**config.mk**
```make
export PLATFORM = sky130hd
export DESIGN_NAME = mem_bus_arbiter
export DESIGN_NICKNAME = d
export VERILOG_FILES = /design/src/rtl/mem_arb_pkg.sv /design/src/rtl/mem_arb_pick.sv /design/src/rtl/mem_bus_arbiter.sv
export SDC_FILE = /design/constraint.sdc
export NUM_CORES = 1
export LEC_CHECK = 0
export BUFFER_PORTS_ARGS = -buffer_cell sky130_fd_sc_hd__buf_2
export CAP_MARGIN = 5
export CORE_AREA = 2 2 89 91
export CTS_BUF_LIST = sky130_fd_sc_hd__clkbuf_2 sky130_fd_sc_hd__clkbuf_4 sky130_fd_sc_hd__clkbuf_8
export CTS_CLUSTER_DIAMETER = 40
export DETAILED_ROUTE_END_ITERATION = 6
export DIE_AREA = 0 0 91 93
export PLACE_DENSITY = 0.74
export SETUP_SLACK_MARGIN = 0.05
export SYNTH_ARGS = -nofsm -noshare
export SYNTH_HDL_FRONTEND = slang
export SYNTH_SLANG_ARGS = --single-unit
```
**constraint.sdc**
```tcl
create_clock -name in_clk -period 4.6 [get_ports in_clk]
set_input_delay 0.92 -clock in_clk [delete_from_list [all_inputs] [get_ports in_clk]]
set_output_delay 0.92 -clock in_clk [all_outputs]
set_load 0.02 [all_outputs]
```
**src/rtl/mem_arb_pkg.sv**
```systemverilog
// mem_arb_pkg: shared state encoding, port indices and counter sizing for
// the two-port memory bus arbiter (fetch vs. data).
package mem_arb_pkg;

    // Arbiter FSM states.
    typedef enum logic [1:0] {
        StIdle   = 2'd0,
        StAccess = 2'd1,
        StAck    = 2'd2
    } arb_state_t;

    // Requester indices; also the encoding held in the grant register.
    localparam logic PORT_FETCH = 1'b0;
    localparam logic PORT_DATA  = 1'b1;

    // Width of the latency down-counter (supports latencies 1..15).
    localparam int unsigned CNT_W = 4;

    // Map a configured read latency onto a legal counter load value.
    function automatic logic [CNT_W-1:0] latency_to_cnt(input int unsigned lat);
        logic [CNT_W-1:0] v;
        if (lat < 1) begin
            v = CNT_W'(1);
        end else if (lat > ((1 << CNT_W) - 1)) begin
            v = {CNT_W{1'b1}};
        end else begin
            v = CNT_W'(lat);
        end
        return v;
    endfunction

endpackage

```
**src/rtl/mem_arb_pick.sv**
```systemverilog
// mem_arb_pick: combinational winner selection between the fetch and data
// requesters. Policy is fixed priority (data wins) by default; defining
// MEM_ARB_ROUND_ROBIN_EN switches contention to alternate against last_grant.
module mem_arb_pick
    import mem_arb_pkg::*;
(
    input  logic i_req0,
    input  logic i_req1,
    input  logic i_last_grant,
    output logic o_valid,
    output logic o_winner
);

    // Decide whether anyone is requesting and which port takes the bus.
    always_comb begin
        o_valid  = i_req0 | i_req1;
        o_winner = PORT_FETCH;
`ifdef MEM_ARB_ROUND_ROBIN_EN
        if (i_req0 && i_req1) begin
            // Under contention the port that did not win last time goes next.
            o_winner = ~i_last_grant;
        end else if (i_req1) begin
            o_winner = PORT_DATA;
        end
`else
        if (i_req1) begin
            o_winner = PORT_DATA;
        end
`endif
    end

`ifndef MEM_ARB_ROUND_ROBIN_EN
    // History is irrelevant to fixed priority.
    logic w_unused_last_grant;
    assign w_unused_last_grant = i_last_grant;
`endif

endmodule

```
**src/rtl/mem_bus_arbiter.sv**
```systemverilog
// mem_bus_arbiter: shares the memory-mapper port between instruction fetch
// (port 0) and data load/store (port 1). One transaction at a time: grant in
// IDLE, hold the address for READ_LATENCY cycles, capture read data, pulse the
// winner's ack for one cycle. Optional macro MEM_ARB_ROUND_ROBIN_EN makes
// contention alternate instead of always favouring the data port.
module mem_bus_arbiter
    import mem_arb_pkg::*;
#(
    parameter int unsigned ADDR_W       = 32,
    parameter int unsigned DATA_W       = 32,
    parameter int unsigned READ_LATENCY = 1
) (
    input  logic              in_clk,
    input  logic              in_reset,
    input  logic              in_req0,
    input  logic [ADDR_W-1:0] in_addr0,
    input  logic              in_req1,
    input  logic [ADDR_W-1:0] in_addr1,
    input  logic [DATA_W-1:0] in_wdata1,
    input  logic              in_we1,
    input  logic [DATA_W-1:0] in_read_data,
    output logic [ADDR_W-1:0] out_address,
    output logic [DATA_W-1:0] out_data,
    output logic              out_write_en,
    output logic              out_ack0,
    output logic              out_ack1,
    output logic [DATA_W-1:0] out_rdata,
    output logic              out_busy
);

    localparam logic [CNT_W-1:0] CNT_LOAD = latency_to_cnt(READ_LATENCY);

    arb_state_t        r_state;
    arb_state_t        w_state_next;
    logic              r_grant;
    logic              w_grant_next;
    logic [CNT_W-1:0]  r_cnt;
    logic [CNT_W-1:0]  w_cnt_next;
    logic [DATA_W-1:0] r_rdata;
    logic [DATA_W-1:0] w_rdata_next;

    logic w_last_grant;
    logic w_pick_valid;
    logic w_pick_winner;
    logic w_grant_fire;
    logic w_first_access;

    // A grant happens only when sitting idle with a request pending.
    assign w_grant_fire   = (r_state == StIdle) && w_pick_valid;
    // The counter still holds its load value only in the first ACCESS cycle.
    assign w_first_access = (r_state == StAccess) && (r_cnt == CNT_LOAD);

`ifdef MEM_ARB_ROUND_ROBIN_EN
    logic r_last_grant;

    // Remember the most recent winner so contention alternates.
    always_ff @(posedge in_clk) begin
        if (in_reset) begin
            r_last_grant <= PORT_DATA;
        end else if (w_grant_fire) begin
            r_last_grant <= w_pick_winner;
        end
    end

    assign w_last_grant = r_last_grant;
`else
    assign w_last_grant = PORT_DATA;
`endif

    mem_arb_pick u_pick (
        .i_req0       (in_req0),
        .i_req1       (in_req1),
        .i_last_grant (w_last_grant),
        .o_valid      (w_pick_valid),
        .o_winner     (w_pick_winner)
    );

    // State, grant, latency counter and captured read data.
    always_ff @(posedge in_clk) begin
        if (in_reset) begin
            r_state <= StIdle;
            r_grant <= PORT_FETCH;
            r_cnt   <= '0;
            r_rdata <= '0;
        end else begin
            r_state <= w_state_next;
            r_grant <= w_grant_next;
            r_cnt   <= w_cnt_next;
            r_rdata <= w_rdata_next;
        end
    end

    // Next-state: arbitrate in IDLE, count down in ACCESS, single ACK cycle.
    always_comb begin
        w_state_next = r_state;
        w_grant_next = r_grant;
        w_cnt_next   = r_cnt;
        w_rdata_next = r_rdata;
        unique case (r_state)
            StIdle: begin
                if (w_pick_valid) begin
                    w_grant_next = w_pick_winner;
                    w_cnt_next   = CNT_LOAD;
                    w_state_next = StAccess;
                end
            end
            StAccess: begin
                w_cnt_next = r_cnt - CNT_W'(1);
                // Last ACCESS cycle: memory data is valid now, also captured for stores.
                if (r_cnt <= CNT_W'(1)) begin
                    w_rdata_next = in_read_data;
                    w_state_next = StAck;
                end
            end
            StAck: begin
                // No arbitration here, so a still-high request is not re-granted.
                w_state_next = StIdle;
            end
            default: begin
                w_state_next = StIdle;
            end
        endcase
    end

    // Downstream mux and requester acks; everything idles at zero outside ACCESS/ACK.
    always_comb begin
        out_address  = '0;
        out_data     = '0;
        out_write_en = 1'b0;
        out_ack0     = 1'b0;
        out_ack1     = 1'b0;
        unique case (r_state)
            StAccess: begin
                if (r_grant == PORT_DATA) begin
                    out_address  = in_addr1;
                    out_data     = in_wdata1;
                    // Exactly one strobe per store, however long the latency.
                    out_write_en = in_we1 & w_first_access;
                end else begin
                    out_address = in_addr0;
                end
            end
            StAck: begin
                out_ack0 = (r_grant == PORT_FETCH);
                out_ack1 = (r_grant == PORT_DATA);
            end
            default: begin
            end
        endcase
    end

    assign out_rdata = r_rdata;
    assign out_busy  = (r_state != StIdle);

endmodule

```
==> results of run 1 <==
[cells in the final DEF (no fill, tap or decap)]
cell type  count
buf_2        232
nand2b_1      66
mux2i_1       64
dfxtp_1       38
nor2_1        36
and3_1        32
clkbuf_8       6
a21oi_1        5
inv_1          4
nand2_1        3
buf_4          3
nor2b_1        2
o21ai_0        2
nand3b_1       2
ha_1           2
and3b_1        1
nor3b_1        1
nor4_1         1
o211ai_1       1
xnor2_1        1
nor4_4         1
o41ai_1        1
nor3_1         1
o21bai_1       1
o31ai_1        1
xor2_1         1
clkinv_2       1
bufinv_16      1
buf_8          1
dfxtp_2        1
[logic make-up after synthesis]
| kind of cell | after synthesis |
|---|---|
| buf+inv | 31 |
| simple gates | 146 |
| flops | 39 |
| compound gates | 11 |
| mux | 64 |
| fa+ha+maj | 2 |
| xor+xnor | 2 |
[cell type report]
| cell class | count | area share (%) |
|---|---|---|
| clock buffers | 6 | 2.16 |
| clock inverters | 2 | 0.916 |
| inverters | 4 | 0.392 |
| flip-flops and latches | 39 | 20.4 |
| repair buffers | 236 | 31.3 |
| well taps | 102 | 3.34 |
| multi-input cells | 225 | 41.4 |
[power breakdown]
group	internal (uW)	total, uW	switching, uW	leakage [uW]
logic	196	461	265	0.00175
clock network	176	297	122	0.0000612
registers	377	414	36.8	0.000319
[state kept, by name, summed over array words and instances (netlist names)]
signal	flops
r_cnt	4
out_rdata	32
r_grant	1
r_state	2
[path summary, 6_finish.rpt]
path | start | to | slack, ps
max reg2reg | r_state[0] | out_rdata[27] | 2800
min reg2reg | out_rdata[5] | out_rdata[5] | 470
max | r_grant | out_address[15] | 1600
min | out_rdata[5] | out_rdata[5] | 470
[critical path, cell delays in order (launching register included)]
cell	delay (ps)
dfxtp_2	810
buf_4	480
mux2i_1	250
nor2_1	80
buf_2	160
[stage by stage]
step	std cells	area, um^2	util (%)	hold slack [ps]
after floorplan	295	2510	-	503
after global placement	605	3690	49.1	455
after detailed placement	605	3690	49.1	463
after CTS	613	3810	50.6	478
after global routing	614	3830	50.8	493
final	614	3830	50.8	474
[per-layer routing]
layer	vias to the layer above	GRT usage (%)
met5	-	0
met4	0	5.05
met3	11	5.48
met2	145	30.5
met1	1322	23.5
li1	1413	-
==> results.yml, run 1 <==
status:
  outcome: "completed"
yosys:
  synth-seq-cells: 39
  synthFlopType: "dfxtp_1"
  synth_nets: 430
  synthXorXnorAreaFrac_pct: 0.698
  synthMuxAreaShare_pct: 25.5
  synth_edf_count: 0
  yosysTopAreaCell: "dfxtp_1"
  netlist_instances: 295
  yosys_warnings: 0
  synth_compound_area_share_pct: 2.64
  synth_cell_types: 27
  synth_top_family_by_area: "simple AND/OR/NAND/NOR gates"
  yosysTopAreaCellShare_pct: 31.1
  synth_top_cells_by_count: "nand2b_1 (66), mux2i_1 (64), dfxtp_1 (39)"
  ys_top_cells_by_area: "dfxtp_1 (31%), mux2i_1 (26%), nand2b_1 (16%), and3_1 (8.0%), nor2_1 (5.4%)"
  syn-cell-area_um2: 2510
  yosysSeqAreaShare_pct: 31.1
  yosysMostFrequentCell: "nand2b_1"
  synthSimpleGateAreaFrac_pct: 33.3
  ys_async_sr_fraction_pct: 0
  avgSynthCellArea_um2: 8.51
  synth_fa_ha_area_share_pct: 0.997
cells_and_area:
  diodes: 0
  nets: 646
  fillers: 723
  area_delta_synth_final_pct: 52.4
  drive_gt1_share_pct: 48.0
  regArea_um2: 782
  multiInputGateArea_um2: 1590
clock_network:
  cts_inserted_buffers: 5
  cts_buffer_depth: 2
  cts_hold_buf: 0
  htreeDepth: 2
  postCtsSetupBuffers: 0
  cts.clk_slew.worst_paths_ps: 80
  root_buffer: "clkbuf_8"
  cts_tree: "yes"
  cts_sinks: 39
  cts_resized: 0
  worstSkewPairLatency_ps: 290
drt:
  viasPerCell: 4.71
  wl_per_cell_um: 13.7
  dr.pass1.iters: 4
  wirelength_um: 8420
  drtAntennaViolNets: 0
  vias: 2891
  drt-met1-wl_um: 3550
  drc: 0
  wl_met2_um: 3940
  drt_iter0_markers: 132
  met3WireLength_um: 808
  top_layer: "met4"
power:
  p_leak_uw: 0.00213
  powerDensity_nw_per_um2: 306
  finalPower_uw: 1170
  ir_drop_mv: 0.220
global_routing:
  grt_max_degree: 71
  grt_pass1_wl_um: 12800
  grt-ovfl-total: 0
  grt_pass1_vias: 2764
  track_usage_pct: 18.4
  antenna_found_initial: 0
floorplanning:
  dieArea_um2: 8460
  num_io_pins: 233
  start_util_pct: 33.4
  rows: 32
  die_h_um: 93
  core_area_um2: 7530
  die_x_um: 91
sta:
  period_needed_ps: 3000
  tightest_slew_ps: 849
  hold_viol_final: 0
  rsz0062_at_grt: "false"
  setup_ws_ps: 1600
  fin_skew_ps: 6.87
  drv_slew: 0
  finalCritPeriodShare_pct: 65.1
  relSlewSlack_pct: 43.4
  setup_viol: 0
  fin_tns_setup_ps: 0
  max_freq_mhz: 334
worst_setup_path:
  critPathMaxFanout: 46
  crit_type: "flip-flop to output pin"
  arrival_ps: 2080
  crit_path_end_kind: "output pin"
  cp-start-kind: "flip-flop"
  r2r_cells: 4
  required_ps: 3680
placement:
  place.detailed.hpwl_um: 6550
  place_ws_ps: 1880
  gp_congestion: 0.777
  port_buffers: 232
flow_run:
  drv_cap: 0
worst_hold_path:
  whs_path_depth: 2
  min_path_type: "flip-flop to flip-flop"
Note: power is estimated with default switching activity, not from simulation.
==> run 2: changes to the inputs <==
- CORE_AREA: 2 2 89 91 -> 2 2 90 92
- DIE_AREA: 0 0 91 93 -> 0 0 92 94
- PLACE_DENSITY: 0.74 -> 0.73
- clock period: 4.6 -> 2.8 ns (I/O delays scaled with it)
==> run 2 against run 1 <==
Against the previous run: sequential share of layout area barely moved; sequential power rose by 60%; final area fell by 0.16%; non-clock buffer count rose by 1; global-route usage fell by 0.79 points; critical path depth did not move; largest power group unchanged.
==> results.yml, run 2 (same netlist as run 1, synthesis figures left out) <==
worst_setup_path:
  critPathMaxFanout: 16
  arrival_ps: 1850
  r2r_cells: 5
  r2r_end: "out_rdata[23]"
  reg2reg_from: "r_cnt[0]"
  rrSetupSlack_ps: 1100
  cp-start-kind: "flip-flop"
  required_ps: 2240
  crit_path_end_kind: "output pin"
  critPathLaunch: "r_state[0]"
  crit_type: "flip-flop to output pin"
cells_and_area:
  fillers: 767
  regArea_um2: 782
  drive_gt1_share_pct: 48.1
  largest_reg_flops: 32
  diodes: 0
  area_delta_synth_final_pct: 52.1
  final_cell_mix: "buf_2 (232), nand2b_1 (66), mux2i_1 (64)"
  layout_commonest_cell: "buf_2"
  nets: 647
  multiInputGateArea_um2: 1590
drt:
  wl_per_cell_um: 13.7
  met3WireLength_um: 836
  vias: 2854
  wirelength_um: 8450
  viasPerCell: 4.64
  drc: 0
  top_layer: "met4"
  drtAntennaViolNets: 0
  wl_met2_um: 4170
  drt_iter0_markers: 95
  dr.pass1.iters: 4
  drt-met1-wl_um: 3290
power:
  swShare_pct: 37.6
  p_seq_share_pct: 35.7
  powerDensity_nw_per_um2: 485
  finalPower_uw: 1850
  clock_power_share_pct: 22.0
  power_switching_uw: 698
  internal-power_uw: 1160
  p_leak_uw: 0.00212
  ir_drop_mv: 0.340
  combPwrFrac_pct: 42.3
global_routing:
  grt_pass1_vias: 2625
  antenna_found_initial: 0
  grt-ovfl-total: 0
  track_usage_pct: 17.7
  grt_pass1_wl_um: 12400
  grt_max_degree: 71
clock_network:
  root_buffer: "clkbuf_8"
  cts_buffer_depth: 2
  htreeDepth: 2
  postCtsSetupBuffers: 0
  cts_inserted_buffers: 5
  cts_sinks: 39
  cts_resized: 0
  cts_tree: "yes"
  worstSkewPairLatency_ps: 290
  cts_hold_buf: 0
  cts.clk_slew.worst_paths_ps: 80
worst_hold_path:
  min_path_type: "flip-flop to flip-flop"
  min_from: "out_rdata[13]"
  hold_path_end: "out_rdata[13]"
  whs_path_depth: 2
placement:
  gp_congestion: 0.774
  place.detailed.hpwl_um: 6680
  port_buffers: 232
sta:
  rsz0062_at_grt: "false"
  drv_slew: 0
  hold_viol_final: 0
  fin_tns_setup_ps: 0
  setup_viol: 0
  period_needed_ps: 2410
  relSlewSlack_pct: 45.7
  max_freq_mhz: 415
  tightest_slew_ps: 814
  finalCritPeriodShare_pct: 86.1
  fin_skew_ps: 11.6
status:
  outcome: "completed"
floorplanning:
  core_area_um2: 7610
  dieArea_um2: 8650
  die_h_um: 94
  die_x_um: 92
  start_util_pct: 33.0
  rows: 32
  num_io_pins: 233
flow_run:
  drv_cap: 0
[run 2: cell type report]
class	count	share of cell area, %
tap	102	3.34
timing repair buffer	237	31.7
inverter	4	0.393
clock inverter	1	0.229
multi-input combinational	225	41.5
clock buffer	7	2.36
sequential	39	20.5
[run 2: worst max-delay path, stage by stage, from the launching register on]
cell and delay (ps):
dfxtp_1 400, nor2b_1 540, buf_4 290, and3_1 170
buf_2 160
[run 2: worst max-delay path by stage]
stage                    to  slack, ps
3_5_place_dp    out_data[0]        730
4_1_cts         out_data[0]        410
2_1_floorplan  out_write_en        810
5_1_grt         out_data[7]        260
6_report        out_data[0]        390
3_3_place_gp   out_write_en        830
[run 2: power groups by stage]
stage | logic (uW) | registers [uW] | clock network, uW
final | 785 | 661 | 408
after global routing | 847 | 671 | 445
after CTS | 790 | 662 | 423
after detailed placement | 789 | 673 | 0
after global placement | 771 | 670 | 0
after floorplan | 459 | 729 | 0
[run 2: through the flow]
stage | instance area [um^2] | hold slack, ps | worst slack [ps] | util, % | instances
detailed placement | 3720 | 462 | 732 | 48.9 | 607
global route | 3820 | 491 | 259 | 50.2 | 615
finish | 3820 | 472 | 388 | 50.2 | 615
global placement | 3720 | 455 | 825 | 48.9 | 607
floorplan | 2510 | 503 | 812 | - | 295
CTS | 3820 | 477 | 410 | 50.2 | 615
[run 2: metal layers]
metal | GRT usage (%) | vias to the layer above
li1 | - | 1418
met4 | 5.72 | 0
met1 | 20.2 | 1289
met5 | 0 | -
met2 | 31.4 | 134
met3 | 5.38 | 13
==> run 3: changes to the inputs <==
- CORE_AREA: 2 2 90 92 -> not set
- CORE_MARGIN: not set -> 2
- CORE_UTILIZATION: not set -> 34
- CTS_BUF_LIST: sky130_fd_sc_hd__clkbuf_2 sky130_fd_sc_hd__clkbuf_4 sky130_fd_sc_hd__clkbuf_8 -> sky130_fd_sc_hd__clkbuf_8 sky130_fd_sc_hd__clkbuf_16
- DIE_AREA: 0 0 92 94 -> not set
- PLACE_DENSITY: 0.73 -> 0.78
- clock period: 2.8 -> 2.02 ns (I/O delays scaled with it)
==> run 3 against run 2 <==
Against the previous run: clock power is 64% higher; die area decreased by 6.5%; first-iteration DRC count increased by 5.3%; global-route usage increased by 1.7 points; clock skew decreased by 3.7 ps; critical endpoint is now out_address[16]; largest power group unchanged; highest routed layer unchanged.
==> results.yml, run 3 (same netlist as run 1, synthesis figures left out) <==
worst_setup_path:
  critPathMaxFanout: 32
  crit_path_end_kind: "output pin"
  arrival_ps: 1480
  rrSetupSlack_ps: 490
  required_ps: 1620
  crit_type: "flip-flop to output pin"
  worst-path-buf-inv: 2
  slowest_delay_ps: 360
  crit_chain: "nand2b_2, buf_12, nor2_1, buf_2"
  cp_slowest_cell: "dfxtp_1"
  cp-start-kind: "flip-flop"
  critical_path.top_delay_family: "simple AND/OR/NAND/NOR gates"
placement:
  place.detailed.hpwl_um: 6450
  gp_congestion: 0.813
  dp_cells: 605
  port_buffers: 232
  place_ws_ps: 347
power:
  clock_power_share_pct: 24.5
  power_switching_uw: 977
  swShare_pct: 35.7
  combPwrFrac_pct: 41.7
  internal-power_uw: 1760
  p_seq_share_pct: 33.8
  finalPower_uw: 2730
  ir_drop_mv: 0.421
  powerDensity_nw_per_um2: 692
  p_leak_uw: 0.00218
floorplanning:
  num_io_pins: 233
  die_h_um: 89.9
  dieArea_um2: 8090
  rows: 31
  core_area_um2: 7210
  start_util_pct: 34.8
  die_x_um: 89.9
drt:
  wirelength_um: 8390
  drtAntennaViolNets: 0
  wl_per_cell_um: 13.6
  drt_iter0_markers: 100
  viasPerCell: 4.70
  vias: 2891
  drc: 0
  dr.pass1.iters: 4
global_routing:
  grt-ovfl-total: 0
  grt_max_degree: 69
  track_usage_pct: 19.4
  grt_pass1_vias: 2773
  antenna_found_initial: 0
  grt_pass1_wl_um: 13100
status:
  outcome: "completed"
sta:
  setup_ws_ps: 134
  hold_viol_final: 0
  period_needed_ps: 1890
  finalCritPeriodShare_pct: 93.4
  setup_viol: 0
  fin_tns_setup_ps: 0
  tightest_slew_ps: 408
  max_freq_mhz: 530
  relSlewSlack_pct: 72.8
  drv_slew: 0
  fin_skew_ps: 7.95
  rsz0062_at_grt: "false"
clock_network:
  cts_inserted_buffers: 5
  cts_tree: "yes"
  htreeDepth: 2
  cts_hold_buf: 0
  cts_sinks: 39
  cts_buffer_depth: 2
  cts.clk_slew.worst_paths_ps: 80
  root_buffer: "clkbuf_8"
  worstSkewPairLatency_ps: 290
  postCtsSetupBuffers: 0
cells_and_area:
  drive_gt1_share_pct: 49.4
  finalNonFillerCells: 615
  layout_commonest_cell: "buf_2"
  diodes: 0
  finalCoreUtilization_pct: 54.7
  final_cell_mix: "buf_2 (232), nand2b_1 (65), mux2i_1 (64)"
  nets: 650
  fillers: 668
  area_delta_synth_final_pct: 57.2
  largest_reg_flops: 32
flow_run:
  drv_cap: 0
worst_hold_path:
  min_path_type: "primary input to flip-flop"
## run 3: changes by cell type in the layout (fill, tap and decap cells not counted), moves of 2 or more
cell	previous run	this run
buf_12	1	4
buf_4	4	1
clkbuf_16	0	2
nor2_1	36	34
nor2_2	0	2
## run 3: layout make-up
class / count / area, um^2 / area share (%)
repair buffers: 240 / 1310 / 33.2
inverters: 4 / 15.0 / 0.380
flip-flops and latches: 39 / 786 / 19.9
multi-input cells: 225 / 1600 / 40.4
clock buffers: 6 / 82.6 / 2.09
well taps: 99 / 124 / 3.14
clock inverters: 2 / 35.0 / 0.887
## run 3: power by group through the flow
stage                     Combinational, uW  Clock [uW]  Sequential (uW)
after global placement                 1090           0              928
final                                  1140         670              923
after CTS                              1120         691              917
after detailed placement               1110           0              932
after floorplan                         637           0             1010
after global routing                   1230         718              936
## run 3: final timing paths
kind,from,end,cells after the start
min reg2reg,out_rdata[12],out_rdata[12],2
max reg2reg,r_cnt[0],out_rdata[25],6
min,in_read_data[4],out_rdata[4],3
max,r_state[1],out_address[16],4
## run 3: per-layer routing
layer / share of wire, % / routed length [um] / GRT usage (%)
met1: 41 / 3400 / 23.2
met2: 47 / 3930 / 31.7
met3: 8.9 / 748 / 5.70
met4: 3.7 / 309 / 9.87
met5: 0 / 0 / 0
## run 3: worst register-to-register path: stages (launching register included)
cell and delay [ps]:
dfxtp_1 420, inv_1 70, ha_1 210, nor2_1 270
nor4_4 70, buf_12 190, mux2i_1 180
## run 3: timing repair
item | in CTS | in global routing
gates resized for setup | 1 | 6
hold endpoints to repair | 0 | 0
cloned | 0 | 2
setup endpoints to repair | 6 | 38
## run 3: stage by stage
step           cell area, um^2  hold WS, ps
3_5_place_dp              3760          459
3_3_place_gp              3760          454
4_1_cts                   3880          359
2_1_floorplan             2510          503
6_report                  3950          365
5_1_grt                   3950          369
